--- src/rtl/shift_sequencer_pkg.sv ---
// Shared definitions for the shift sequencer: default widths, the funct3
// codes it understands and the FSM state encoding.
package shift_sequencer_pkg;

  localparam int unsigned XLEN_DEFAULT = 32;
  localparam int unsigned SHW_DEFAULT  = 5;

  localparam logic [2:0] F3_SLL = 3'b001;
  localparam logic [2:0] F3_SRX = 3'b101;  // SRL, or SRA when arith is set

  typedef enum logic [1:0] {
    ST_IDLE  = 2'd0,
    ST_SHIFT = 2'd1,
    ST_DONE  = 2'd2
  } state_t;

  // True for the funct3 codes that have a shift behind them.
  function automatic logic f3_supported(input logic [2:0] f3);
    return (f3 == F3_SLL) || (f3 == F3_SRX);
  endfunction

endpackage

--- src/rtl/shift_step.sv ---
// One-bit shift step, purely combinational.
// Ports:
//   value    - operand
//   dir_left - 1 = shift toward MSB, 0 = shift toward LSB
//   fill     - bit entering the vacated position
//   result_c - shifted value
module shift_step
  import shift_sequencer_pkg::*;
#(
  parameter int unsigned XLEN = XLEN_DEFAULT
) (
  input  logic [XLEN-1:0] value,
  input  logic            dir_left,
  input  logic            fill,
  output logic [XLEN-1:0] result_c
);

  always_comb begin
    result_c = value;
    if (dir_left) begin
      result_c = {value[XLEN-2:0], fill};
    end else begin
      result_c = {fill, value[XLEN-1:1]};
    end
  end

endmodule

--- src/rtl/shift_sequencer.sv ---
// Serial shifter: accepts one SLL/SRL/SRA request, shifts one bit per cycle,
// then holds the result until the consumer takes it.
// Build option: SHIFT_SEQ_SRA_EN enables SRA (req_arith with funct3 101);
// without it funct3 101 is always SRL.
// Ports:
//   clk, reset                  - clock, async active-high reset
//   req_valid/req_ready         - request handshake
//   req_funct3, req_arith       - operation select
//   req_data, req_shamt         - operand and shift amount
//   resp_valid/resp_ready       - response handshake
//   resp_data, resp_err         - result, unsupported-funct3 flag
//   busy                        - high whenever not idle
module shift_sequencer
  import shift_sequencer_pkg::*;
#(
  parameter int unsigned XLEN = XLEN_DEFAULT,
  parameter int unsigned SHW  = SHW_DEFAULT
) (
  input  logic            clk,
  input  logic            reset,
  input  logic            req_valid,
  output logic            req_ready,
  input  logic [2:0]      req_funct3,
  input  logic            req_arith,
  input  logic [XLEN-1:0] req_data,
  input  logic [SHW-1:0]  req_shamt,
  output logic            resp_valid,
  input  logic            resp_ready,
  output logic [XLEN-1:0] resp_data,
  output logic            resp_err,
  output logic            busy
);

  state_t          state_q, state_d;
  logic [XLEN-1:0] data_q, data_d, step_c;
  logic [SHW-1:0]  cnt_q, cnt_d;
  logic [2:0]      funct3_q, funct3_d;
  logic            err_d;
  logic            dir_left_c, fill_c;

  assign dir_left_c = (funct3_q == F3_SLL);

`ifdef SHIFT_SEQ_SRA_EN
  logic arith_q, arith_d;
  // The held MSB never changes during SRA, so it is the latched sign bit.
  assign fill_c = ~dir_left_c & arith_q & data_q[XLEN-1];
`else
  logic unused_arith;
  assign unused_arith = req_arith;
  assign fill_c       = 1'b0;
`endif

  shift_step #(.XLEN(XLEN)) u_step (
    .value    (data_q),
    .dir_left (dir_left_c),
    .fill     (fill_c),
    .result_c (step_c)
  );

  assign resp_data = data_q;

  // Next-state and datapath update.
  always_comb begin
    state_d  = state_q;
    data_d   = data_q;
    cnt_d    = cnt_q;
    funct3_d = funct3_q;
    err_d    = resp_err;
`ifdef SHIFT_SEQ_SRA_EN
    arith_d  = arith_q;
`endif
    case (state_q)
      ST_IDLE: begin
        if (req_valid && req_ready) begin
          data_d   = req_data;
          funct3_d = req_funct3;
          cnt_d    = req_shamt;
          err_d    = ~f3_supported(req_funct3);
`ifdef SHIFT_SEQ_SRA_EN
          arith_d  = req_arith;
`endif
          if (f3_supported(req_funct3) && (req_shamt != '0)) begin
            state_d = ST_SHIFT;
          end else begin
            state_d = ST_DONE;
          end
        end
      end
      ST_SHIFT: begin
        data_d = step_c;
        cnt_d  = cnt_q - SHW'(1);
        if (cnt_q == SHW'(1)) begin
          state_d = ST_DONE;
        end
      end
      ST_DONE: begin
        if (resp_ready) begin
          state_d = ST_IDLE;
          err_d   = 1'b0;
        end
      end
      default: state_d = ST_IDLE;
    endcase
  end

  // State, datapath and registered handshake outputs.
  always_ff @(posedge clk or posedge reset) begin
    if (reset) begin
      state_q    <= ST_IDLE;
      data_q     <= '0;
      cnt_q      <= '0;
      funct3_q   <= '0;
`ifdef SHIFT_SEQ_SRA_EN
      arith_q    <= 1'b0;
`endif
      resp_err   <= 1'b0;
      resp_valid <= 1'b0;
      req_ready  <= 1'b1;
      busy       <= 1'b0;
    end else begin
      state_q    <= state_d;
      data_q     <= data_d;
      cnt_q      <= cnt_d;
      funct3_q   <= funct3_d;
`ifdef SHIFT_SEQ_SRA_EN
      arith_q    <= arith_d;
`endif
      resp_err   <= err_d;
      resp_valid <= (state_d == ST_DONE);
      req_ready  <= (state_d == ST_IDLE);
      busy       <= (state_d != ST_IDLE);
    end
  end

endmodule
--- config.mk ---
export PLATFORM = sky130hd
export DESIGN_NAME = shift_sequencer
export DESIGN_NICKNAME = d
export VERILOG_FILES = /design/src/rtl/shift_sequencer_pkg.sv /design/src/rtl/shift_step.sv /design/src/rtl/shift_sequencer.sv
export SDC_FILE = /design/constraint.sdc
export NUM_CORES = 1
export LEC_CHECK = 0
export CAP_MARGIN = 10
export CELL_PAD_IN_SITES_DETAIL_PLACEMENT = 1
export CELL_PAD_IN_SITES_GLOBAL_PLACEMENT = 1
export CORE_ASPECT_RATIO = 1.25
export CORE_MARGIN = 4
export CORE_UTILIZATION = 35
export DETAILED_ROUTE_END_ITERATION = 8
export HOLD_SLACK_MARGIN = 0.12
export PLACE_DENSITY_LB_ADDON = 0.1
export SLEW_MARGIN = 5
export SYNTH_ARGS = -nofsm -noshare
export SYNTH_HDL_FRONTEND = slang
export SYNTH_SLANG_ARGS = --single-unit
--- constraint.sdc ---
create_clock -name clk -period 2.4 [get_ports clk]
set_clock_uncertainty 0.2 [all_clocks]
set_input_delay 0.48 -clock clk [delete_from_list [all_inputs] [get_ports clk]]
set_output_delay 0.48 -clock clk [all_outputs]
set_load 0.05 [all_outputs]
== After elaboration in Yosys (flattened, before gate mapping) ==
Index checks and enable logic that the tools add are counted.

* Output and inout bits: 36
* Flip-flop bits (word level): 46
* Bits of input ports: 45

* Bitwise logic cells: 1
* Reduce and logical (&&, ||, !) cells: 12
* Muxes and demuxes: 13
* Add/subtract/negate cells: 1
* Equality and inequality tests: 9

{| class="wikitable"
|+ Operator list
! kind !! count
|-
| 2-to-1 mux 32 bit || 2
|-
| case mux 32 bit (2 select lines) || 1
|-
| case mux 5 bit (2 select lines) || 1
|-
| 2-to-1 mux 2 bit || 4
|-
| == test 3 x 1 -> 1 bit (second input constant) || 2
|-
| case mux 2 bit (3 select lines) || 1
|-
| nonzero test 2 bit || 3
|-
| == test 5 x 1 -> 1 bit (second input constant) || 1
|-
| 2-to-1 mux 5 bit || 1
|-
| nonzero test 5 bit || 1
|-
| subtractor 5 x 1 -> 5 bit (second input constant) || 1
|-
| == test 2 bit (second input constant) || 2
|-
| logical NOT 2 bit || 2
|-
| inequality test 2 bit (second input constant) || 2
|-
| AND reduction 2 bit || 2
|-
| == test 3 bit (second input constant) || 1
|-
| AND reduction 3 bit || 1
|-
| == test 2 x 1 -> 1 bit (second input constant) || 1
|-
| logical AND 1 bit || 2
|-
| 2-to-1 mux 1 bit || 2
|-
| case mux 1 bit (2 select lines) || 1
|-
| logical OR 1 bit || 1
|-
| NOT 1 bit || 1
|}

== Depth between registers and ports, before layout ==
* Depth after elaboration: 7
* Depth in mapped cells: 5

== Hierarchy ==
Synthesis repeated with hierarchy kept, for this count alone.

* Cells, all modules: 209
* Area total of the unflattened synthesis: 2849.0 um^2

{| class="wikitable"
|+ Modules (own cells, without submodules)
! module !! area each (um^2) !! sequential area each (um^2) !! cells each !! instances
|-
| shift_sequencer || 2304.7 || 1152.4 || 173 || 1
|-
| shift_step || 544.3 || 0.0 || 36 || 1
|}

== Worst setup path after synthesis ==
OpenSTA, ideal clock, no wires.

* Path kind: reg2reg
* Start: reg req_ready
* End: reg data_q[11], in the netlist resp_data[11]
* Setup time: 0.122 ns
* Arrival time: 1.683 ns
* Slack: 0.395 ns
* Cell stages (with the launch flop): 6
* Path through: dfstp_2 -> clkbuf_1 -> nand2_1 -> a21o_1 -> clkbuf_1 -> a32o_1

* Cells in the longest elaborated chain, start to end: 3

{| class="wikitable"
|+ Ends and longest elaborated chain
! element !! RTL line !! text
|-
| from (decl) || shift_sequencer.sv:22 || <nowiki>output logic req_ready,</nowiki>
|-
| from (signal assigned) || shift_sequencer.sv:130 || <nowiki>req_ready <= (state_d == ST_IDLE);</nowiki>
|-
| logical AND 1 bit || shift_sequencer.sv:74 || <nowiki>if (req_valid && req_ready) begin</nowiki>
|-
| inequality test 2 bit (no line) || -- ||
|-
| AND reduction 2 bit (no line) || -- ||
|-
| to (signal assigned) || shift_sequencer.sv:122 || <nowiki>data_q <= data_d;</nowiki>
|-
| to (decl) || shift_sequencer.sv:35 || <nowiki>logic [XLEN-1:0] data_q, data_d, step_c;</nowiki>
|}

Every way passes these cells.
A chain may end at the register's enable or synchronous reset.

== Worst setup path in the final report ==
* Start: reg data_q[20], in the netlist resp_data[20]
* End: out resp_data[20]

{| class="wikitable"
|+ RTL lines
! element !! RTL line !! text
|-
| to (decl) || shift_sequencer.sv:29 || <nowiki>output logic [XLEN-1:0] resp_data,</nowiki>
|}

No word-level cell between the ends.

==> impl_summary.log <==
[metrics] portion of the clock cycle consumed by the worst path in the final layout: a little over nine tenths
[metrics] Warnings, synthesis: 0
[metrics] Synth Register Bits: 46
[metrics] CTS tree: yes
[metrics] clk root buf: sky130_fd_sc_hd__clkbuf_8
[metrics] Critical Path Sink Type: output pin
[metrics] Post-DP HPWL: 6098 um
[metrics] part of the total power dissipated in sequential elements: 26.0%
[metrics] minimum clock period: 2.250 ns
[metrics] H-tree depth: 2
[metrics] timing startpoint of the critical path: resp_data[20]
[metrics] Setup crit start kind: flop
[metrics] Filler cells: 849
[metrics] number of enable flip-flop cells after synthesis: 0
[metrics] post-layout worst setup margin: 0.1499 ns
[metrics] detail-routed net length per standard cell: 19.07 um
[metrics] starting utilization of the core area: between 30% and 40%
[metrics] cell area power density: approximately 1600 mW/mm^2
[metrics] initial antenna violation count: 0
[metrics] leak pwr: approximately 1.5 nW
[metrics] layout net count: 411
[metrics] cells traversed along the worst timing path: clkdlybuf4s50_1
[metrics] Std-Cell Rows: 35
[metrics] diodes inserted: 0
[metrics] final weighted congestion in routability-driven placement: 0.8279
[metrics] clock latency on the worst-skew pair: 0.31 ns
[metrics] DRC: 0
[metrics] Resized cells post-CTS: 0
[metrics] number of I/O pins: 81
[metrics] data arrival at the endpoint of the critical path: 1.57 ns
[metrics] highest attainable clock frequency: between 400 and 500 MHz
[metrics] Tightest Pin Transition: 0.5278 ns
[metrics] area of the placeable core: 0.007445 mm^2
[metrics] slowest cell delay on critical path: 0.83 ns
[metrics] count of input and output buffers: 79
[metrics] count of clock tree sinks: 46
[metrics] total number of vias: around 2700
[metrics] Die X: 86.73 um
[metrics] worst-path fanout max: 4
[metrics] RR Startpoint: state_q[0]
[metrics] worst min-delay path category: reg -> reg
[metrics] wire length of the first global-routing pass: 14610 um
[metrics] sum of negative setup slack: 0 ns
[metrics] grt ovf: 0
[metrics] area growth from synthesis to final layout: 38.58%
[metrics] register area share after synthesis: between 40% and 50%
[metrics] result of the run: finished, final reports clean
[metrics] CP Buf/Inv Count: 1
[metrics] worst slack on hold paths: 0.3128 ns
[metrics] DRT antenna net count: 0
[metrics] Async SR Flop Fraction: 100.0%
[metrics] internal power consumption: approximately 3.0 mW
[metrics] clock transition time at the flip-flop clock pins of the worst setup and hold paths: 0.09 ns
[metrics] number of global-route vias before repair: 2858
[metrics] Syn Std Cell Area: approximately 0.0027 mm^2
[metrics] cell with the largest stage delay on the worst path: sky130_fd_sc_hd__clkdlybuf4s50_1
[metrics] switching share of power: 50.69%
[metrics] worst relative slew slack: approximately 64%
[metrics] final non-filler cell area: roughly 0.0038 mm^2
[metrics] RSZ-0062 raised after global routing: false
[metrics] buffer depth of the longest clock path: 2
[metrics] CP top delay family: buffers and inverters
[metrics] category of the critical setup timing path: reg -> out
[metrics] post-CTS setup buffer count: 0
[metrics] Die Area: 0.009228 mm^2
[metrics] drt pass-1 iters: 4
[metrics] CP required: 1.72 ns
[metrics] via count normalized by instance count: 5.893
[metrics] maximum number of pins on one net before global-route repair: 47
[metrics] power spent charging and discharging nets: just over 3 mW
[metrics] post-synthesis average cell area: 9.317 um^2
[metrics] Comb pwr share: 65.6%
[metrics] height of the die: ~110 um
[metrics] count of endpoints failing setup in the final report: 0
[metrics] CTS Hold Bufs: 0
[metrics] fraction of layout instances using a drive strength above 1: 9.315%
[metrics] clock buffers created by TritonCTS: 5
[metrics] total wire length after detailed routing: 8713 um
[metrics] drt first-iter violations: 145
[metrics] instance area after placement: ~0.0037 mm^2
[metrics] share of power burned in the clock network: 8.4%
[metrics] count of mapped cells out of synthesis: a little under 300
[metrics] Post-Place Worst Slack: 0.1647 ns
[metrics] most used flip-flop cell after synthesis: sky130_fd_sc_hd__dfrtp_1
[metrics] final count of pins violating max slew: 0
[metrics] number of unique standard cell types used by synthesis: 41
[metrics] global-route total usage across every layer: 19.62%
[metrics] Syn Nets: roughly 340
[metrics] number of failing hold endpoints at the final stage: 0
[metrics] number of maximum-capacitance violations: 0
[metrics] hold_sp: funct3_q[0]
[metrics] peak ir drop on the vdd network: 0.6835 mV
==> path summary, 6_finish.rpt <==
kind | to | slack [ns] | cells past startpoint
setup / recovery | resp_data[20] | 0.15 | 1
min in group asynchronous | resp_data[30] | 0.33 | 3
setup reg to reg | resp_data[28] | 0.45 | 4
hold reg to reg | funct3_q[0] | 0.31 | 1
hold / removal | funct3_q[0] | 0.31 | 1
max in group asynchronous | req_ready | 1.40 | 3
==> worst register-to-register path, stage by stage (launching register included) <==
cell and delay (ns):
sky130_fd_sc_hd__dfrtp_1 0.48, sky130_fd_sc_hd__nand2b_1 0.32, sky130_fd_sc_hd__buf_12 0.27, sky130_fd_sc_hd__or3_1 0.32, sky130_fd_sc_hd__a32o_1 0.25
==> cells in the mapped netlist (4+ instances only) <==
master / count / area share, %
sky130_fd_sc_hd__a22oi_1: 4 / 1.1
sky130_fd_sc_hd__inv_1: 14 / 1.9
sky130_fd_sc_hd__a32o_1: 30 / 11
sky130_fd_sc_hd__nand2_1: 5 / 0.69
sky130_fd_sc_hd__or3_1: 43 / 9.9
sky130_fd_sc_hd__nand3_1: 31 / 5.7
sky130_fd_sc_hd__nor2b_1: 4 / 0.92
sky130_fd_sc_hd__dfrtp_1: 45 / 42
sky130_fd_sc_hd__a221o_1: 4 / 1.5
sky130_fd_sc_hd__o21ai_0: 4 / 0.74
sky130_fd_sc_hd__a21oi_1: 22 / 4.1
sky130_fd_sc_hd__clkbuf_1: 26 / 3.6
sky130_fd_sc_hd__a21o_1: 10 / 2.8
sky130_fd_sc_hd__a31oi_1: 10 / 2.3
==> power by group through the flow <==
stage	clock [mW]	sequential [mW]	combinational, mW
CTS	0.540	1.60	4.06
global route	0.565	1.67	4.32
floorplan	0	2.57	1.71
finish	0.513	1.59	4.02
global placement	0	1.59	3.99
detailed placement	0	1.61	4.04
==> state kept, by name, summed over array words and instances, names as in the netlist <==
| signal | count |
|---|---|
| state_q | 2 |
| resp_valid | 1 |
| resp_err | 1 |
| funct3_q | 3 |
| req_ready | 1 |
| cnt_q | 5 |
| busy | 1 |
| resp_data | 32 |
==> routing by layer <==
layer / GRT usage, % / vias to the layer above / routed length, um / part of all wire [%]
met2: 34.57 / 61 / 4340 / 50
met3: 2.946 / 7 / 390 / 4.5
met4: 4.788 / 0 / 105 / 1.2
met5: 0 / - / 0 / 0
met1: 24.83 / 1365 / 3876 / 44
li1: - / 1260 / - / -
==> area by class of cell <==
class	instances	area (um^2)	share of cell area, %
multi-input combinational	198	1370	36.46
clock inverter	2	12.51	0.3330
inverter	15	56.30	1.499
timing repair buffer	98	968.4	25.77
tap	92	115.1	3.064
sequential	46	1152	30.67
clock buffer	6	82.58	2.198
==> through the flow <==
step                      power (mW)  cells  util (%)
after floorplan                4.273    291         -
after global placement         5.578    449     49.19
after detailed placement       5.652    449     49.19
after CTS                      6.194    457     50.47
after global routing           6.553    457     50.47
final                          6.119    457     50.47
==> placed cells by master (no fill, tap or decap), types with 2 or more instances in the layout <==
| cell type | Yosys | final |
|---|---|---|
| sky130_fd_sc_hd__clkdlybuf4s50_1 | 0 | 78 |
| sky130_fd_sc_hd__dfrtp_1 | 45 | 45 |
| sky130_fd_sc_hd__or3_1 | 43 | 43 |
| sky130_fd_sc_hd__nand3_1 | 31 | 31 |
| sky130_fd_sc_hd__a32o_1 | 30 | 30 |
| sky130_fd_sc_hd__a21oi_1 | 22 | 22 |
| sky130_fd_sc_hd__buf_4 | 0 | 17 |
| sky130_fd_sc_hd__inv_1 | 14 | 13 |
| sky130_fd_sc_hd__a21o_1 | 10 | 10 |
| sky130_fd_sc_hd__a31oi_1 | 10 | 10 |
| sky130_fd_sc_hd__clkbuf_8 | 0 | 6 |
| sky130_fd_sc_hd__nand2_1 | 5 | 5 |
| sky130_fd_sc_hd__nor2b_1 | 4 | 4 |
| sky130_fd_sc_hd__a221o_1 | 4 | 4 |
| sky130_fd_sc_hd__o21ai_0 | 4 | 4 |
| sky130_fd_sc_hd__a22oi_1 | 4 | 4 |
| sky130_fd_sc_hd__mux2_1 | 3 | 3 |
| sky130_fd_sc_hd__o21ai_1 | 3 | 3 |
| sky130_fd_sc_hd__o211ai_1 | 3 | 3 |
| sky130_fd_sc_hd__buf_12 | 0 | 3 |
| sky130_fd_sc_hd__inv_2 | 1 | 2 |
| sky130_fd_sc_hd__and2_1 | 2 | 2 |
| sky130_fd_sc_hd__ha_1 | 2 | 2 |
==> kinds of logic after synthesis <==
kind of cell | synth area share, %
simple gates | 21.23
compound gates | 26.95
buf+inv | 7.153
flops | 42.50
mux | 1.246
fa+ha+maj | 0.9228
No activity file was read; power rests on OpenSTA's default activity.
